<file path="src/rtl/lvl_states_ldst_pkg.sv">
// Shared definitions for the level-state load/store engine: default widths,
// level-state word field positions and the controller state encoding.
package lvl_states_ldst_pkg;

  // Default geometry of the engine and of the level-state RAM
  localparam int DEF_NUM_LVLS         = 8;
  localparam int DEF_WIDTH_LVL_STATES = 11;
  localparam int DEF_WIDTH_BIN_ID     = 10;
  localparam int DEF_WIDTH_ADDR       = 16;

  // Level-state word layout: {dcd_bin, has_bkt}
  localparam int HAS_BKT_BIT = 0;
  localparam int DCD_BIN_LSB = 1;

  // Controller states
  localparam logic [2:0] ST_IDLE      = 3'd0;
  localparam logic [2:0] ST_LOAD      = 3'd1;
  localparam logic [2:0] ST_LOAD_LAST = 3'd2;
  localparam logic [2:0] ST_STORE     = 3'd3;
  localparam logic [2:0] ST_DONE      = 3'd4;

endpackage

</file>
<file path="src/rtl/lvl_states_ldst_slot_mux.sv">
// NUM_LVLS:1 word selector that picks one level-state slot out of the
// engine's flattened state bus (used to source RAM store data).
module lvl_slot_mux
  import lvl_states_ldst_pkg::*;
#(
  parameter int NUM_LVLS         = DEF_NUM_LVLS,
  parameter int WIDTH_LVL_STATES = DEF_WIDTH_LVL_STATES,
  parameter int SEL_W            = 3
) (
  input  logic [WIDTH_LVL_STATES*NUM_LVLS-1:0] slots,
  input  logic [SEL_W-1:0]                     sel,
  output logic [WIDTH_LVL_STATES-1:0]          word
);

  // AND-OR selection: exactly one slot matches sel, others contribute zero
  always_comb begin
    word = {WIDTH_LVL_STATES{1'b0}};
    for (int i = 0; i < NUM_LVLS; i++) begin
      word = word | ({WIDTH_LVL_STATES{sel == SEL_W'(i)}} &
                     slots[i*WIDTH_LVL_STATES +: WIDTH_LVL_STATES]);
    end
  end

endmodule

</file>
<file path="src/rtl/lvl_states_ldst.sv">
// Level-state load/store controller: moves up to NUM_LVLS level-state words
// between a 1-cycle-latency RAM and the engine's per-slot state registers.
module lvl_states_ldst
  import lvl_states_ldst_pkg::*;
#(
  parameter int NUM_LVLS         = DEF_NUM_LVLS,
  parameter int WIDTH_LVL_STATES = DEF_WIDTH_LVL_STATES,
  parameter int WIDTH_BIN_ID     = DEF_WIDTH_BIN_ID,
  parameter int WIDTH_ADDR       = DEF_WIDTH_ADDR
) (
  input  logic                                 clk,
  input  logic                                 rst,
  input  logic                                 start_load_i,
  input  logic                                 start_store_i,
  input  logic [WIDTH_ADDR-1:0]                base_addr_i,
  input  logic [3:0]                           num_lvls_i,
  output logic                                 ready_o,
  output logic                                 done_o,
  output logic                                 ram_rd_o,
  output logic                                 ram_we_o,
  output logic [WIDTH_ADDR-1:0]                ram_addr_o,
  output logic [WIDTH_LVL_STATES-1:0]          ram_wdata_o,
  input  logic [WIDTH_LVL_STATES-1:0]          ram_rdata_i,
  output logic [NUM_LVLS-1:0]                  wr_states_o,
  output logic [WIDTH_LVL_STATES*NUM_LVLS-1:0] lvl_states_o,
  input  logic [WIDTH_LVL_STATES*NUM_LVLS-1:0] lvl_states_i
);

  localparam int IDX_W = (NUM_LVLS > 1) ? $clog2(NUM_LVLS) : 1;
  localparam int CNT_W = $clog2(NUM_LVLS + 1);
  localparam int BUS_W = WIDTH_LVL_STATES * NUM_LVLS;

  localparam logic [IDX_W-1:0]      IDX_ONE  = IDX_W'(1'b1);
  localparam logic [IDX_W-1:0]      IDX_ZERO = {IDX_W{1'b0}};
  localparam logic [CNT_W-1:0]      CNT_ZERO = {CNT_W{1'b0}};
  localparam logic [WIDTH_ADDR-1:0] ADDR_ONE = WIDTH_ADDR'(1'b1);
  localparam logic [NUM_LVLS-1:0]   SLOT_ONE = NUM_LVLS'(1'b1);

  // Registered state and latched command
  logic [2:0]                  state_r;
  logic [IDX_W-1:0]            idx_r;
  logic [CNT_W-1:0]            cnt_r;
  logic [WIDTH_ADDR-1:0]       base_r;
  logic                        ready_r;
  logic                        done_r;
  logic                        rd_r;
  logic                        we_r;
  logic [WIDTH_ADDR-1:0]       addr_r;
  logic [WIDTH_LVL_STATES-1:0] wdata_r;
  logic [NUM_LVLS-1:0]         wr_r;

  // Next-state values
  logic [2:0]                  state_s;
  logic [IDX_W-1:0]            idx_s;
  logic [CNT_W-1:0]            cnt_s;
  logic [WIDTH_ADDR-1:0]       base_s;
  logic                        done_s;
  logic                        rd_s;
  logic                        we_s;
  logic [WIDTH_ADDR-1:0]       addr_s;
  logic [WIDTH_LVL_STATES-1:0] wdata_s;
  logic [NUM_LVLS-1:0]         wr_s;

  // Helpers
  logic [CNT_W-1:0]            nclip_s;
  logic                        last_s;
  logic [WIDTH_ADDR-1:0]       next_addr_s;
  logic [NUM_LVLS-1:0]         slot_onehot_s;
  logic [IDX_W-1:0]            sel_s;
  logic [WIDTH_LVL_STATES-1:0] mux_word_s;
  logic [WIDTH_LVL_STATES-1:0] load_word_s;

  // Clamp the requested level count to the number of engine slots
  always_comb begin
    if (32'(num_lvls_i) > NUM_LVLS) begin
      nclip_s = CNT_W'(NUM_LVLS);
    end else begin
      nclip_s = CNT_W'(num_lvls_i);
    end
  end

  assign last_s        = ((32'(idx_r) + 32'd1) == 32'(cnt_r));
  assign next_addr_s   = base_r + WIDTH_ADDR'(idx_r) + ADDR_ONE;
  assign slot_onehot_s = SLOT_ONE << idx_r;

  // Store data for the next cycle: slot 0 when starting, else the next slot
  always_comb begin
    if (state_r == ST_STORE) begin
      sel_s = idx_r + IDX_ONE;
    end else begin
      sel_s = IDX_ZERO;
    end
  end

  lvl_slot_mux #(
    .NUM_LVLS         (NUM_LVLS),
    .WIDTH_LVL_STATES (WIDTH_LVL_STATES),
    .SEL_W            (IDX_W)
  ) u_slot_mux (
    .slots (lvl_states_i),
    .sel   (sel_s),
    .word  (mux_word_s)
  );

  // Forward only the defined fields of a returned word; pad bits read as zero
  assign load_word_s = WIDTH_LVL_STATES'({ram_rdata_i[WIDTH_BIN_ID:DCD_BIN_LSB],
                                          ram_rdata_i[HAS_BKT_BIT]});

  // Engine data is only driven while a slot strobe is active, so an aborted
  // read return never reaches the engine
  assign lvl_states_o = (|wr_r) ? {NUM_LVLS{load_word_s}} : {BUS_W{1'b0}};

  // Controller next-state and next-output decode
  always_comb begin
    state_s = state_r;
    idx_s   = idx_r;
    cnt_s   = cnt_r;
    base_s  = base_r;
    done_s  = 1'b0;
    rd_s    = 1'b0;
    we_s    = 1'b0;
    addr_s  = {WIDTH_ADDR{1'b0}};
    wdata_s = {WIDTH_LVL_STATES{1'b0}};
    wr_s    = {NUM_LVLS{1'b0}};
    case (state_r)
      ST_IDLE: begin
        if (start_load_i || start_store_i) begin
          base_s = base_addr_i;
          cnt_s  = nclip_s;
          idx_s  = IDX_ZERO;
          if (nclip_s == CNT_ZERO) begin
            state_s = ST_DONE;
            done_s  = 1'b1;
          end else if (start_load_i) begin
            // load wins when both commands arrive together
            state_s = ST_LOAD;
            rd_s    = 1'b1;
            addr_s  = base_addr_i;
          end else begin
            state_s = ST_STORE;
            we_s    = 1'b1;
            addr_s  = base_addr_i;
            wdata_s = mux_word_s;
          end
        end else begin
          state_s = ST_IDLE;
        end
      end
      ST_LOAD: begin
        // the read issued this cycle lands next cycle into slot idx_r
        wr_s = slot_onehot_s;
        if (last_s) begin
          state_s = ST_LOAD_LAST;
        end else begin
          idx_s  = idx_r + IDX_ONE;
          rd_s   = 1'b1;
          addr_s = next_addr_s;
        end
      end
      ST_LOAD_LAST: begin
        state_s = ST_DONE;
        done_s  = 1'b1;
      end
      ST_STORE: begin
        if (last_s) begin
          state_s = ST_DONE;
          done_s  = 1'b1;
        end else begin
          idx_s   = idx_r + IDX_ONE;
          we_s    = 1'b1;
          addr_s  = next_addr_s;
          wdata_s = mux_word_s;
        end
      end
      ST_DONE: begin
        state_s = ST_IDLE;
      end
      default: begin
        state_s = ST_IDLE;
      end
    endcase
  end

  // State, command and output registers with synchronous reset
  always_ff @(posedge clk) begin
    if (rst) begin
      state_r <= ST_IDLE;
      idx_r   <= IDX_ZERO;
      cnt_r   <= CNT_ZERO;
      base_r  <= {WIDTH_ADDR{1'b0}};
      ready_r <= 1'b1;
      done_r  <= 1'b0;
      rd_r    <= 1'b0;
      we_r    <= 1'b0;
      addr_r  <= {WIDTH_ADDR{1'b0}};
      wdata_r <= {WIDTH_LVL_STATES{1'b0}};
      wr_r    <= {NUM_LVLS{1'b0}};
    end else begin
      state_r <= state_s;
      idx_r   <= idx_s;
      cnt_r   <= cnt_s;
      base_r  <= base_s;
      ready_r <= (state_s == ST_IDLE);
      done_r  <= done_s;
      rd_r    <= rd_s;
      we_r    <= we_s;
      addr_r  <= addr_s;
      wdata_r <= wdata_s;
      wr_r    <= wr_s;
    end
  end

  assign ready_o     = ready_r;
  assign done_o      = done_r;
  assign ram_rd_o    = rd_r;
  assign ram_we_o    = we_r;
  assign ram_addr_o  = addr_r;
  assign ram_wdata_o = wdata_r;
  assign wr_states_o = wr_r;

endmodule

</file>
<file path="config.mk">
export PLATFORM = sky130hd
export DESIGN_NAME = lvl_states_ldst
export DESIGN_NICKNAME = d
export VERILOG_FILES = /design/src/rtl/lvl_states_ldst_pkg.sv /design/src/rtl/lvl_states_ldst_slot_mux.sv /design/src/rtl/lvl_states_ldst.sv
export SDC_FILE = /design/constraint.sdc
export NUM_CORES = 1
export LEC_CHECK = 0
export ABC_AREA = 1
export BUFFER_PORTS_ARGS = -buffer_cell sky130_fd_sc_hd__buf_4
export CELL_PAD_IN_SITES_DETAIL_PLACEMENT = 0
export CELL_PAD_IN_SITES_GLOBAL_PLACEMENT = 2
export CORE_MARGIN = 2
export CORE_UTILIZATION = 21
export CTS_CLUSTER_DIAMETER = 50
export DETAILED_ROUTE_END_ITERATION = 10
export HOLD_SLACK_MARGIN = 0.12
export PLACE_DENSITY = 0.83
export SLEW_MARGIN = 5
export SYNTH_ARGS = -nofsm -noshare
export SYNTH_HDL_FRONTEND = slang
export SYNTH_SLANG_ARGS = --single-unit
</file>
<file path="constraint.sdc">
create_clock -name clk -period 2.7 [get_ports clk]
set_input_delay 0.27 -clock clk [delete_from_list [all_inputs] [get_ports clk]]
set_output_delay 0.27 -clock clk [all_outputs]
set_load 0.03 [all_outputs]
</file>
# Word-level counts from Yosys, hierarchy flattened
# Cells that the tools add are included.
[totals]
ff_bits = 65
output_inout_bits = 127
[classes]
n_addsub = 4
magnitude_cmp = 1
eq_ne = 13
shift = 1
mux = 34
n_bitwise = 16
reduce_logical = 11
[ops]
columns = ["cell", "count"]
rows = [
  ["11-bit bitwise AND", 8],
  ["88-bit 2-to-1 mux", 1],
  ["11-bit OR", 7],
  ["16-bit 2-to-1 mux", 3],
  ["11-bit 2-to-1 mux", 4],
  ["16-bit one-hot mux with 2 select lines", 1],
  ["11-bit one-hot mux with 2 select lines", 1],
  ["3-bit 2-to-1 mux", 7],
  ["16-bit by 1-bit adder with 16-bit output, second input constant", 1],
  ["16-bit by 3-bit adder with 16-bit output", 1],
  ["3-bit by 2-bit == test with 1-bit output, second input constant", 4],
  ["3-bit == test, second input constant", 4],
  ["3-bit one-hot mux with 4 select lines", 1],
  ["1-bit 2-to-1 mux", 10],
  ["3-bit logical NOT", 3],
  ["8-bit OR reduction", 1],
  ["1-bit by 3-bit left shift with 8-bit output, first input constant", 1],
  ["3-bit by 1-bit == test with 1-bit output, second input constant", 2],
  ["3-bit one-hot mux with 2 select lines", 1],
  ["3-bit by 1-bit adder with 4-bit output, second input constant", 1],
  ["4-bit == test", 1],
  ["4-bit greater-than comparator, second input constant", 1],
  ["4-bit logical NOT", 1],
  ["4-bit 2-to-1 mux", 1],
  ["11 further kinds", 14],
]

# Depth between registers and ports, before layout
# Gate-level depths: netlist (run 1).
[logic_depth]
ltp_word = 15
ltp_mapped = 12
depth_no_buf = 12

# Cells and area by module
# A second synthesis (run 1) with hierarchy kept.
[unflattened]
hier_cells = 676
hier_area_um2 = 4551.9
[by_module_without_submodules]
columns = ["mod", "instances", "cells_per_inst", "area_each_um2", "seq_area_each_um2"]
rows = [
  ["lvl_states_ldst", 1, 482, 3499.6, 1301.2],
  ["lvl_slot_mux", 1, 194, 1052.3, 0.0],
]

# Worst setup path after synthesis (run 1)
# No wires, ideal clock.
[synth_path]
path_type = "reg-to-output"
from = "register wr_r[1], in the netlist wr_states_o[1]"
to = "output port lvl_states_o[11]"
t_arrival_ns = 1.861
required_ns = 2.430
slack_ns = 0.569
path_stages_with_launch = 6
n_path_buf = 2
path_cell_list = "dfxtp_1 > nor4_1 > and2_1 > clkbuf_1 > nor2_1 > buf_4"
[synth_between]
elab_chain_cells = 2
[synth_rtl]
columns = ["item", "line_no", "rtl"]
rows = [
  ["from (decl)", "lvl_states_ldst.sv:50", "logic [NUM_LVLS-1:0] wr_r;"],
  ["from (signal assigned)", "lvl_states_ldst.sv:197", "wr_r <= {NUM_LVLS{1'b0}};"],
  ["from (signal assigned)", "lvl_states_ldst.sv:209", "wr_r <= wr_s;"],
  ["8-bit OR reduction", "lvl_states_ldst.sv:111", "assign lvl_states_o = (|wr_r) ? {NUM_LVLS{load_word_s}} : {BUS_W{1'b0}};"],
  ["88-bit 2-to-1 mux", "lvl_states_ldst.sv:111", ""],
  ["to (decl)", "lvl_states_ldst.sv:25", "output logic [WIDTH_LVL_STATES*NUM_LVLS-1:0] lvl_states_o,"],
]
# Every way passes these cells.

# Final worst setup path (run 1)
[layout_path]
from = "register idx_r[0]"
to = "register wdata_r[5], in the netlist ram_wdata_o[5]"
[layout_between]
elab_chain_cells = 15
[layout_rtl]
columns = ["item", "line_no", "rtl"]
rows = [
  ["from (decl)", "lvl_states_ldst.sv:41", "logic [IDX_W-1:0] idx_r;"],
  ["from (signal assigned)", "lvl_states_ldst.sv:200", "idx_r <= idx_s;"],
  ["3-bit by 1-bit adder with 3-bit output", "lvl_states_ldst.sv:89", "sel_s = idx_r + IDX_ONE;"],
  ["3-bit 2-to-1 mux", "lvl_states_ldst.sv:88", "if (state_r == ST_STORE) begin"],
  ["3-bit by 1-bit == test with 1-bit output / 3-bit logical NOT (equally long branches)", "lvl_states_ldst_slot_mux.sv:19", "word = word | ({WIDTH_LVL_STATES{sel == SEL_W'(i)}} &"],
  ["11-bit bitwise AND", "lvl_states_ldst_slot_mux.sv:19", ""],
  ["11-bit OR (7 in a row)", "lvl_states_ldst_slot_mux.sv:19", ""],
  ["11-bit 2-to-1 mux", "lvl_states_ldst.sv:134", "end else if (start_load_i) begin"],
  ["11-bit 2-to-1 mux", "lvl_states_ldst.sv:131", "if (nclip_s == CNT_ZERO) begin"],
  ["11-bit 2-to-1 mux", "lvl_states_ldst.sv:127", "if (start_load_i || start_store_i) begin"],
  ["11-bit one-hot mux with 2 select lines (*)", "lvl_states_ldst.sv:125", "case (state_r)"],
  ["to (signal assigned)", "lvl_states_ldst.sv:196", "wdata_r <= {WIDTH_LVL_STATES{1'b0}};"],
  ["to (signal assigned)", "lvl_states_ldst.sv:208", "wdata_r <= wdata_s;"],
  ["to (decl)", "lvl_states_ldst.sv:49", "logic [WIDTH_LVL_STATES-1:0] wdata_r;"],
]
# Mark *: on every way between the ends. The rest lies on a longest branch, timed or not.
# A chain may end at the register's enable or synchronous reset.

==> metrics.log, run 1 <==
INFO  metric number_of_enable_flip_flop_cells_after_synthesis = 0
INFO  metric combined_flip_flop_and_latch_cell_area = 1300 um^2
INFO  metric tritoncts_sinks = 65
INFO  metric cp_data_arrival_time = between 2000 and 3000 ps
INFO  metric part_of_the_total_power_dissipated_in_the_clock_network = 0.314
INFO  metric cts_hold_buf = 0
INFO  metric ff_to_ff_setup_slack = 370 ps
INFO  metric synth.ff_latch_count = 65
INFO  metric slew_viol_final = 0
INFO  metric leakage = 3.16 nW
INFO  metric yosys.area.top_type_share = 0.307
INFO  metric async_reset_ff_frac = 0
INFO  metric ctsResizeCount = 0
INFO  metric yosysSeqAreaShare = 0.307
INFO  metric holdCritPathClass = in -> reg
INFO  metric die_height = around 150 um
INFO  metric fillers = approximately 2.2k
INFO  metric post-route-period-util = 0.865
INFO  metric vias_per_cell = 4.23
INFO  metric area_delta_synth_final = 44.1%
INFO  metric wl = roughly 16000 um
INFO  metric wire_per_inst = around 15 um
INFO  metric syn_area_per_cell = between 6 and 7 um^2
INFO  metric multi_input_area = ~2000 um^2
INFO  metric boundaryPins = 250
INFO  metric reg2reg_depth = 12
INFO  metric timing.critical_path.max_delay_family = simple AND/OR/NAND/NOR gates
INFO  metric grt_max_degree = 34
INFO  metric post-synth-top-area-cell = sky130_fd_sc_hd__dfxtp_1
INFO  metric worst_path_required = ~2900 ps
INFO  metric cp_slowest_cell = sky130_fd_sc_hd__dfxtp_1
INFO  metric cts-root-buf = sky130_fd_sc_hd__clkbuf_16
INFO  metric outcome = completed
INFO  metric start_kind = flop
INFO  metric worstHoldEndpoint = cnt_r[0]$_SDFFE_PP0P_
INFO  metric ir_drop = approximately 350 uV
INFO  metric path_max_fanout = 12
INFO  metric path_cells = inv_2 > buf_4 > ha_1 > inv_1 > nand2_1 > nand2_1 > nor2_2 > nand3_2 > nand2_1 > nand2_1 > nand2_1 > a21oi_1
INFO  metric synth.net_count = between 700 and 800
INFO  metric initial_core_util = 0.216
INFO  metric ys_types = 32
INFO  metric port_buffers = between 200 and 250
INFO  metric sequential_share_of_power = 0.308
INFO  metric dieWidth = 146 um
INFO  metric drtPass1Iterations = 4
INFO  metric row_count = between 50 and 60
INFO  metric most_used_flip_flop_cell_after_synthesis = sky130_fd_sc_hd__dfxtp_1
INFO  metric antenna-diode-count = 0
INFO  metric gp_congestion = ~0.8
INFO  metric setup.worst_path.class = reg -> reg
INFO  metric synthCells = ~650
INFO  metric crit_path_start = idx_r[0]$_SDFFE_PP0P_
INFO  metric ys.warnings.count = 0
INFO  metric fp.coreArea = 19700 um^2
INFO  metric globalRoute.totalOverflow = 0
INFO  metric worstHoldPathCells = 2
INFO  metric tns = 0 ps
INFO  metric pwr_dens = roughly 620 nW/um^2
INFO  metric maxSlewHeadroom = 0.599
INFO  metric clock_tree_from_tritoncts = done
INFO  metric final_core_util = 0.311
INFO  metric grt_pass1_vias = roughly 4.3k
INFO  metric layout-drive-gt1-share = 0.353
INFO  metric hold_violations = 0
INFO  metric die-area = 21300 um^2
INFO  metric cts.clk_slew.worst_paths = ~60 ps
INFO  metric h-tree-depth = 3
INFO  metric critPathCaptureType = flop
INFO  metric detailroute.via_count = about 4.6k
INFO  metric ys_top_cells_by_area = sky130_fd_sc_hd__dfxtp_1 31%, sky130_fd_sc_hd__buf_4 15%, sky130_fd_sc_hd__nand2_1 14%
INFO  metric slowest_delay = 520 ps
INFO  metric drc = 0
INFO  metric worstPathBufferInverterCount = 3
INFO  metric clock_latency = around 340 ps
INFO  metric crit_top_cell = sky130_fd_sc_hd__nand2_1
INFO  metric grt_antenna_before_repair = 0
INFO  metric pwr-share-comb = 0.378
INFO  metric design.final.nets = ~950
INFO  metric clockBufferDepth = 2
INFO  metric setup_viol = 0
INFO  metric finalCriticalPeriod = about 2300 ps
INFO  metric intPower = between 0.002 and 0.0025 W
INFO  metric drv_cap = 0
INFO  metric final_cell_mix = 260 x sky130_fd_sc_hd__buf_4, 155 x sky130_fd_sc_hd__nand2_1, 88 x sky130_fd_sc_hd__nand3_1, 79 x sky130_fd_sc_hd__nor2_1, 65 x sky130_fd_sc_hd__dfxtp_1
INFO  metric finClkSkew = 7.86 ps
INFO  metric worstHoldStart = rst
INFO  metric rr_startpoint = idx_r[0]$_SDFFE_PP0P_
INFO  metric first_pass_grt_wire_length = roughly 24000 um
INFO  metric rsz0062_at_grt = false
INFO  metric final_antenna_net_count = 0
INFO  metric total_switching_power = 0.00147 W
INFO  metric worst_pin_slew = between 500 and 600 ps
INFO  metric most_common_cell_after_layout_fill_and_taps_aside = sky130_fd_sc_hd__buf_4
INFO  metric cts_inserted_buffers = 9
INFO  metric post_cts_setup_buffer_count = 0
INFO  metric timing.rr.end = ram_wdata_o[5]$_SDFF_PP0_
INFO  metric first_iter_violations = around 150
INFO  metric synth_area = between 4000 and 5000 um^2
INFO  metric place.detailed.hpwl = between 10000 and 15000 um
INFO  metric grt_util_all_layers = 0.144
INFO  metric p_sw_frac = 0.388
INFO  metric fmax = between 0.4 and 0.5 GHz
## flip-flops by register name (all words and copies together) (netlist names)
| signal | flops |
|---|---|
| cnt_r | 4 |
| idx_r | 3 |
| ram_addr_o | 16 |
| ready_o | 1 |
| ram_wdata_o | 11 |
| base_r | 16 |
| ram_rd_o | 1 |
| ram_we_o | 1 |
| done_o | 1 |
| state_r | 3 |
| wr_states_o | 8 |
## synthesized netlist by cell type, types with 2 or more instances
library cell               number
sky130_fd_sc_hd__dfxtp_1       65
sky130_fd_sc_hd__a21oi_1       42
sky130_fd_sc_hd__ha_1           7
sky130_fd_sc_hd__nand4_1        8
sky130_fd_sc_hd__o21ai_0       22
sky130_fd_sc_hd__nor2_1        79
sky130_fd_sc_hd__a211oi_1       2
sky130_fd_sc_hd__or2_2          2
sky130_fd_sc_hd__buf_2          8
sky130_fd_sc_hd__nor4_1         2
sky130_fd_sc_hd__o21ai_1        2
sky130_fd_sc_hd__nor3_1         2
sky130_fd_sc_hd__nand2_1      155
sky130_fd_sc_hd__buf_4         84
sky130_fd_sc_hd__o22ai_1        2
sky130_fd_sc_hd__inv_1         52
sky130_fd_sc_hd__nor2_4         3
sky130_fd_sc_hd__xor2_1         3
sky130_fd_sc_hd__and2_1         2
sky130_fd_sc_hd__clkbuf_1       8
sky130_fd_sc_hd__nand3_1       88
sky130_fd_sc_hd__nand2_2        3
sky130_fd_sc_hd__inv_2          4
## power groups by stage
stage          Sequential (W)  Combinational (W)  Clock [W]
6_report              0.00117            0.00144    0.00119
3_5_place_dp          0.00119            0.00145          0
5_1_grt               0.00119            0.00155    0.00127
4_1_cts               0.00117            0.00146    0.00123
3_3_place_gp          0.00120            0.00146          0
2_1_floorplan         0.00129           0.000902          0
## cell families (layout without fill, tap and decap cells)
kind of cell / Yosys count / in the layout / synth area share
AND/OR/NAND/NOR: 347 / 347 / 0.353
buffers and inverters: 158 / 332 / 0.219
AO/OA/AOI/OAI: 72 / 72 / 0.0882
flip-flops: 65 / 65 / 0.307
adder cells (fa/ha/maj): 8 / 8 / 0.0254
XOR/XNOR: 4 / 4 / 0.00826
## worst register-to-register path, stage by stage (launching register included)
cell,delay (ps)
sky130_fd_sc_hd__dfxtp_1,520
sky130_fd_sc_hd__inv_2,70
sky130_fd_sc_hd__buf_4,170
sky130_fd_sc_hd__ha_1,350
sky130_fd_sc_hd__inv_1,90
sky130_fd_sc_hd__nand2_1,60
sky130_fd_sc_hd__nand2_1,60
sky130_fd_sc_hd__nor2_2,130
sky130_fd_sc_hd__nand3_2,120
sky130_fd_sc_hd__nand2_1,90
sky130_fd_sc_hd__nand2_1,50
sky130_fd_sc_hd__nand2_1,380
sky130_fd_sc_hd__a21oi_1,100
## stage by stage
step / total power (W) / setup WS (ps) / std cells / hold slack, ps / cell area (um^2)
2_1_floorplan: 0.00219 / 569 / 654 / 339 / 4240
3_3_place_gp: 0.00265 / 448 / 1077 / 458 / 5810
3_5_place_dp: 0.00264 / 357 / 1077 / 466 / 5810
4_1_cts: 0.00386 / 335 / 1093 / 138 / 6110
5_1_grt: 0.00401 / 130 / 1093 / 145 / 6110
6_report: 0.00380 / 365 / 1093 / 150 / 6110
## per-layer routing
layer	track usage	routed length [um]	up-vias
met5	0	0	-
met4	0.0485	412	0
met3	0.0391	1040	23
met2	0.258	8070	178
met1	0.165	6340	2073
li1	-	-	2351
## cell type report
type | instances | area share
timing repair buffer | 260 | 0.319
inverter | 56 | 0.0344
clock inverter | 7 | 0.0127
clock buffer | 9 | 0.0369
sequential | 65 | 0.213
tap | 265 | 0.0543
multi-input combinational | 431 | 0.329
## worst max path at each step
stage	slack, ps	to	depth (start not counted)
3_3_place_gp	450	idx_r[0]$_SDFFE_PP0P_	12
4_1_cts	330	ram_wdata_o[7]$_SDFF_PP0_	12
5_1_grt	130	ram_addr_o[12]$_SDFF_PP0_	8
2_1_floorplan	570	lvl_states_o[11]	5
6_report	370	ram_wdata_o[5]$_SDFF_PP0_	12
3_5_place_dp	360	ram_wdata_o[5]$_SDFF_PP0_	12
Power figures use the tool's default switching activity.
==> inputs of run 2 (changes only) <==
--- a/config.mk
+++ b/config.mk
@@ -9,10 +9,12 @@
 export BUFFER_PORTS_ARGS = -buffer_cell sky130_fd_sc_hd__buf_4
 export CELL_PAD_IN_SITES_DETAIL_PLACEMENT = 0
 export CELL_PAD_IN_SITES_GLOBAL_PLACEMENT = 2
+export CORE_ASPECT_RATIO = 1.2
 export CORE_MARGIN = 2
 export CORE_UTILIZATION = 21
 export CTS_CLUSTER_DIAMETER = 50
 export DETAILED_ROUTE_END_ITERATION = 10
+export GPL_TIMING_DRIVEN = 0
 export HOLD_SLACK_MARGIN = 0.12
 export PLACE_DENSITY = 0.83
 export SLEW_MARGIN = 5
==> run 2 against run 1 <==
Critical path type is now reg -> out. Combinational power grew 13%. Clock power rose by 5%. Largest power group unchanged. Cell area grew 11%.
==> metrics.log, run 2 (synthesis gave the netlist of run 1 again) <==
INFO  metric outcome = completed
INFO  metric design.final.nets = around 1.0k
INFO  metric ctsResizeCount = 0
INFO  metric crit_top_cell = sky130_fd_sc_hd__buf_4
INFO  metric die-area = ~21000 um^2
INFO  metric cts.clk_slew.worst_paths = ~60 ps
INFO  metric first_iter_violations = 241
INFO  metric drv_cap = 0
INFO  metric tritoncts_sinks = between 60 and 70
INFO  metric setup.worst_path.class = reg -> out
INFO  metric grt_pass1_vias = 4722
INFO  metric post_cts_setup_buffer_count = 0
INFO  metric setup_viol = 0
INFO  metric cp_data_arrival_time = 2130 ps
INFO  metric worst_path_required = ~2400 ps
INFO  metric path_max_fanout = 10
INFO  metric leakage = between 3 and 4 nW
INFO  metric post-route-period-util = 0.890
INFO  metric path_cells = nor4_1 > and2_1 > clkbuf_1 > nor2_1 > buf_4 > buf_4
INFO  metric cts_hold_buf = 0
INFO  metric final_antenna_net_count = 0
INFO  metric critPathCaptureType = primary output
INFO  metric globalRoute.totalOverflow = 0
INFO  metric holdCritPathClass = in -> reg
INFO  metric clockBufferDepth = 2
INFO  metric drc = 0
INFO  metric worstPathBufferInverterCount = 3
INFO  metric tns = 0 ps
INFO  metric grt_util_all_layers = 0.165
INFO  metric slowest_delay = approximately 400 ps
INFO  metric pwr_dens = roughly 600 nW/um^2
INFO  metric gp_congestion = approximately 0.80
INFO  metric cts_inserted_buffers = 9
INFO  metric clock_latency = 340 ps
INFO  metric boundaryPins = 250
INFO  metric cts-root-buf = sky130_fd_sc_hd__clkbuf_16
INFO  metric slew_viol_final = 0
INFO  metric fmax = 0.416 GHz
INFO  metric hold_violations = 0
INFO  metric clock_tree_from_tritoncts = done
INFO  metric grt_max_degree = 13
INFO  metric area_delta_synth_final = 59.2%
INFO  metric worst_pin_slew = 839 ps
INFO  metric p_total = 0.00405 W
INFO  metric most_common_cell_after_layout_fill_and_taps_aside = sky130_fd_sc_hd__buf_4
INFO  metric maxSlewHeadroom = 0.437
INFO  metric detailroute.via_count = just under 5k
INFO  metric start_kind = flop
INFO  metric final_cell_mix = 333 x sky130_fd_sc_hd__buf_4, 155 x sky130_fd_sc_hd__nand2_1, 88 x sky130_fd_sc_hd__nand3_1, 79 x sky130_fd_sc_hd__nor2_1, 64 x sky130_fd_sc_hd__dfxtp_1
INFO  metric cp_slowest_cell = sky130_fd_sc_hd__clkbuf_1
INFO  metric wl = about 18000 um
INFO  metric port_buffers = 249
INFO  metric initial_core_util = 0.215
INFO  metric place.detailed.hpwl = 14300 um
INFO  metric ir_drop = around 280 uV
INFO  metric die_height = roughly 160 um
INFO  metric grt_antenna_before_repair = 0
INFO  metric dieWidth = roughly 130 um
INFO  metric timing.critical_path.max_delay_family = buffers and inverters
INFO  metric fp.coreArea = about 20000 um^2
INFO  metric h-tree-depth = 3
INFO  metric drtPass1Iterations = 4
INFO  metric finClkSkew = 7.43 ps
INFO  metric vias_per_cell = roughly 4.1
INFO  metric antenna-diode-count = 0
INFO  metric finalCriticalPeriod = ~2400 ps
INFO  metric wire_per_inst = around 15 um
INFO  metric row_count = 56
INFO  metric first_pass_grt_wire_length = between 20000 and 30000 um
INFO  metric rsz0062_at_grt = false
INFO  metric layout-drive-gt1-share = 0.409
[run 2: cell count changes in the layout (fill, tap and decap cells not counted), moves of 2 or more]
cell | before | now
sky130_fd_sc_hd__buf_2 | 0 | 8
sky130_fd_sc_hd__buf_4 | 260 | 333
sky130_fd_sc_hd__clkbuf_1 | 0 | 8
sky130_fd_sc_hd__clkbuf_8 | 0 | 2
[run 2: worst paths after layout]
| kind | from | endpoint | slack [ps] | depth (start not counted) |
|---|---|---|---|---|
| setup reg to reg | idx_r[1]$_SDFFE_PP0P_ | ram_addr_o[13]$_SDFF_PP0_ | 310 | 12 |
| hold reg to reg | base_r[12]$_SDFFE_PP0P_ | base_r[12]$_SDFFE_PP0P_ | 470 | 2 |
| hold / removal | rst | cnt_r[2]$_SDFFE_PP0P_ | 170 | 2 |
| setup / recovery | wr_states_o[5]$_SDFF_PP0_ | lvl_states_o[53] | 300 | 6 |
[run 2: final cells by class]
class / instances / area [um^2]
well taps: 261 / 327
fillers: 2177 / 12900
inverters: 56 / 210
flip-flops and latches: 65 / 1300
clock buffers: 11 / 253
repair buffers: 249 / 1870
plain buffers: 102 / 717
clock inverters: 5 / 61.3
multi-input cells: 431 / 2010
[run 2: per-stage QoR]
stage	utilization	hold WS, ps	cell area [um^2]	std cells	worst slack [ps]
after floorplan	-	339	4240	654	569
after global placement	0.327	456	6440	1164	53.7
after detailed placement	0.327	462	6440	1164	53.3
after CTS	0.343	162	6750	1180	22.4
after global routing	0.343	173	6750	1180	22.7
final	0.343	174	6750	1180	297
[run 2: routing by layer]
layer  up-vias  track usage  wire length, um
li1       2542            -                -
met5         -            0                0
met1      2148        0.197             7510
met2       170        0.288             8790
met4         0       0.0455              291
met3        17       0.0460             1420
[run 2: worst register-to-register path: stages, from the launching register on]
cell and delay, ps:
sky130_fd_sc_hd__dfxtp_1 480, sky130_fd_sc_hd__inv_1 150, sky130_fd_sc_hd__ha_1 420, sky130_fd_sc_hd__inv_1 120, sky130_fd_sc_hd__nand2_1 70, sky130_fd_sc_hd__nand2_1 70, sky130_fd_sc_hd__nor2_2 150, sky130_fd_sc_hd__nand3_2 140
sky130_fd_sc_hd__nand2_2 230, sky130_fd_sc_hd__inv_2 110, sky130_fd_sc_hd__buf_6 160, sky130_fd_sc_hd__nand3_1 90, sky130_fd_sc_hd__a21oi_1 60
[run 2: report_power, final]
part | internal, W | total, W | leakage [nW] | switching, W
registers | 0.00109 | 0.00117 | 0.534 | 0.0000854
logic | 0.000655 | 0.00163 | 2.93 | 0.000976
clock network | 0.000772 | 0.00125 | 0.157 | 0.000478
==> inputs of run 3 (changes only) <==
==> constraint.sdc (replaced) <==
create_clock -name clk -period 2.3 [get_ports clk]
set_input_delay 0.23 -clock clk [delete_from_list [all_inputs] [get_ports clk]]
set_output_delay 0.23 -clock clk [all_outputs]
set_load 0.03 [all_outputs]
==> run 3 against run 2 <==
Worst hold slack got worse by 43 ps. Clock-buffer cell count unchanged. Worst setup slack worse by 170 ps. Clock power grew 18%. Cell area grew 0.87%. Critical path type unchanged. Critical endpoint is now lvl_states_o[31].
==> metrics.log, run 3 (synthesis gave the netlist of run 1 again) <==
INFO  metric clock_tree_from_tritoncts = done
INFO  metric layout.cell_area.non_filler = between 6000 and 7000 um^2
INFO  metric combined_flip_flop_and_latch_cell_area = roughly 1300 um^2
INFO  metric pwr_dens = a little over 700 nW/um^2
INFO  metric cts_hold_buf = 0
INFO  metric reg2reg_depth = 12
INFO  metric critPathCaptureType = primary output
INFO  metric layout-drive-gt1-share = 0.419
INFO  metric rr_startpoint = idx_r[1]$_SDFFE_PP0P_
INFO  metric cts_inserted_buffers = 9
INFO  metric worst_path_required = between 2000 and 2500 ps
INFO  metric multi_input_area = between 2000 and 2500 um^2
INFO  metric dieWidth = around 130 um
INFO  metric boundaryPins = 250
INFO  metric h-tree-depth = 3
INFO  metric die_height = roughly 160 um
INFO  metric wire_per_inst = 15.2 um
INFO  metric fillers = 2170
INFO  metric drv_cap = 0
INFO  metric slew_viol_final = 0
INFO  metric first_iter_violations = 207
INFO  metric antenna-diode-count = 0
INFO  metric holdCritPathClass = in -> reg
INFO  metric tritoncts_sinks = 65
INFO  metric ir_drop = 334 uV
INFO  metric setup_viol = 0
INFO  metric clock_latency = 340 ps
INFO  metric area_delta_synth_final = 60.6%
INFO  metric finish.cell_count_without_fillers = about 1.2k
INFO  metric worst_setup_path_endpoint = lvl_states_o[31]
INFO  metric post-route-period-util = 0.945
INFO  metric start_kind = flop
INFO  metric clockBufferDepth = 2
INFO  metric cts-root-buf = sky130_fd_sc_hd__clkbuf_16
INFO  metric grt_max_degree = 13
INFO  metric place.detailed.hpwl = between 10000 and 15000 um
INFO  metric leakage = about 3.6 nW
INFO  metric crit_path_start = wr_states_o[1]$_SDFF_PP0_
INFO  metric design.final.nets = ~1.0k
INFO  metric fp.coreArea = slightly below 20000 um^2
INFO  metric grt_pass1_vias = roughly 4.7k
INFO  metric first_pass_grt_wire_length = 27200 um
INFO  metric row_count = 56
INFO  metric wl = about 18000 um
INFO  metric grt_antenna_before_repair = 0
INFO  metric finClkSkew = between 6 and 7 ps
INFO  metric cp_data_arrival_time = 1940 ps
INFO  metric finalCriticalPeriod = 2170 ps
INFO  metric drtPass1Iterations = 5
INFO  metric grt_util_all_layers = 0.165
INFO  metric path_max_fanout = 10
INFO  metric outcome = completed
INFO  metric most_common_cell_after_layout_fill_and_taps_aside = sky130_fd_sc_hd__buf_4
INFO  metric fmax = between 0.4 and 0.5 GHz
INFO  metric placed_cells_incl_taps = 1164
INFO  metric globalRoute.totalOverflow = 0
INFO  metric dpl_cell_area = between 6000 and 7000 um^2
INFO  metric ff_to_ff_setup_slack = between 150 and 200 ps
INFO  metric drc = 0
INFO  metric timing.rr.end = ram_wdata_o[4]$_SDFF_PP0_
INFO  metric die-area = 21300 um^2
INFO  metric final_cell_mix = 336 x sky130_fd_sc_hd__buf_4, 155 x sky130_fd_sc_hd__nand2_1, 87 x sky130_fd_sc_hd__nand3_1, 78 x sky130_fd_sc_hd__nor2_1, 63 x sky130_fd_sc_hd__dfxtp_1
INFO  metric port_buffers = around 250
INFO  metric initial_core_util = 0.215
INFO  metric maxSlewHeadroom = 0.451
INFO  metric final_antenna_net_count = 0
INFO  metric detailroute.via_count = roughly 4.9k
INFO  metric rsz0062_at_grt = true
INFO  metric hold_violations = 0
INFO  metric cts.clk_slew.worst_paths = about 60 ps
INFO  metric whs = around 130 ps
INFO  metric gp_congestion = about 0.80
INFO  metric setup.worst_path.class = reg -> out
INFO  metric vias_per_cell = between 4 and 5
INFO  metric worst_pin_slew = 818 ps
==> run 3: worst min-delay path by stage <==
stage                                   to  cells after the start                   start
finish               cnt_r[2]$_SDFFE_PP0P_                      2                     rst
global route         cnt_r[2]$_SDFFE_PP0P_                      2                     rst
CTS                 base_r[6]$_SDFFE_PP0P_                      3          base_addr_i[6]
detailed placement  base_r[0]$_SDFFE_PP0P_                      2  base_r[0]$_SDFFE_PP0P_
global placement    base_r[0]$_SDFFE_PP0P_                      2  base_r[0]$_SDFFE_PP0P_
floorplan            cnt_r[0]$_SDFFE_PP0P_                      1                     rst
==> run 3: through the flow <==
stage                util  TNS [ps]  setup WS, ps  total power, W
finish              0.346         0           126         0.00480
global route        0.346     -1290         -66.9         0.00508
CTS                 0.344         0          50.9         0.00483
detailed placement  0.327     -5180          -347         0.00333
global placement    0.327     -4170          -346         0.00333
floorplan               -         0           188         0.00257
==> run 3: layer usage <==
| layer | vias up | routed length, um | track usage |
|---|---|---|---|
| met2 | 182 | 8860 | 0.289 |
| met1 | 2135 | 7470 | 0.197 |
| li1 | 2548 | - | - |
| met3 | 18 | 1410 | 0.0460 |
| met5 | - | 0 | 0 |
| met4 | 0 | 288 | 0.0455 |
==> run 3: area by class of cell <==
class | instances | share of cell area
plain buffers | 102 | 0.105
clock buffers | 11 | 0.0371
clock inverters | 5 | 0.00900
inverters | 56 | 0.0309
multi-input cells | 431 | 0.300
flip-flops and latches | 65 | 0.192
well taps | 261 | 0.0480
repair buffers | 252 | 0.278
==> run 3: report_power, final <==
group	switching (W)	total (W)	internal (W)
Combinational	0.00116	0.00195	0.000796
Clock	0.000562	0.00147	0.000906
Sequential	0.000101	0.00138	0.00128
Total	0.00182	0.00480	0.00298
==> run 3: worst max-delay path, stage by stage (launching register included) <==
cell,delay (ps)
sky130_fd_sc_hd__dfxtp_1,350
sky130_fd_sc_hd__nor4_1,60
sky130_fd_sc_hd__and2_1,170
sky130_fd_sc_hd__clkbuf_2,200
sky130_fd_sc_hd__nor2_1,480
sky130_fd_sc_hd__buf_4,200
sky130_fd_sc_hd__buf_4,150
==> run 3: what timing repair did <==
item	4_1_cts	5_1_grt
endpoints found under the setup margin	103	52
setup buffers	0	3
pin swaps	0	1
gates resized for setup	8	4
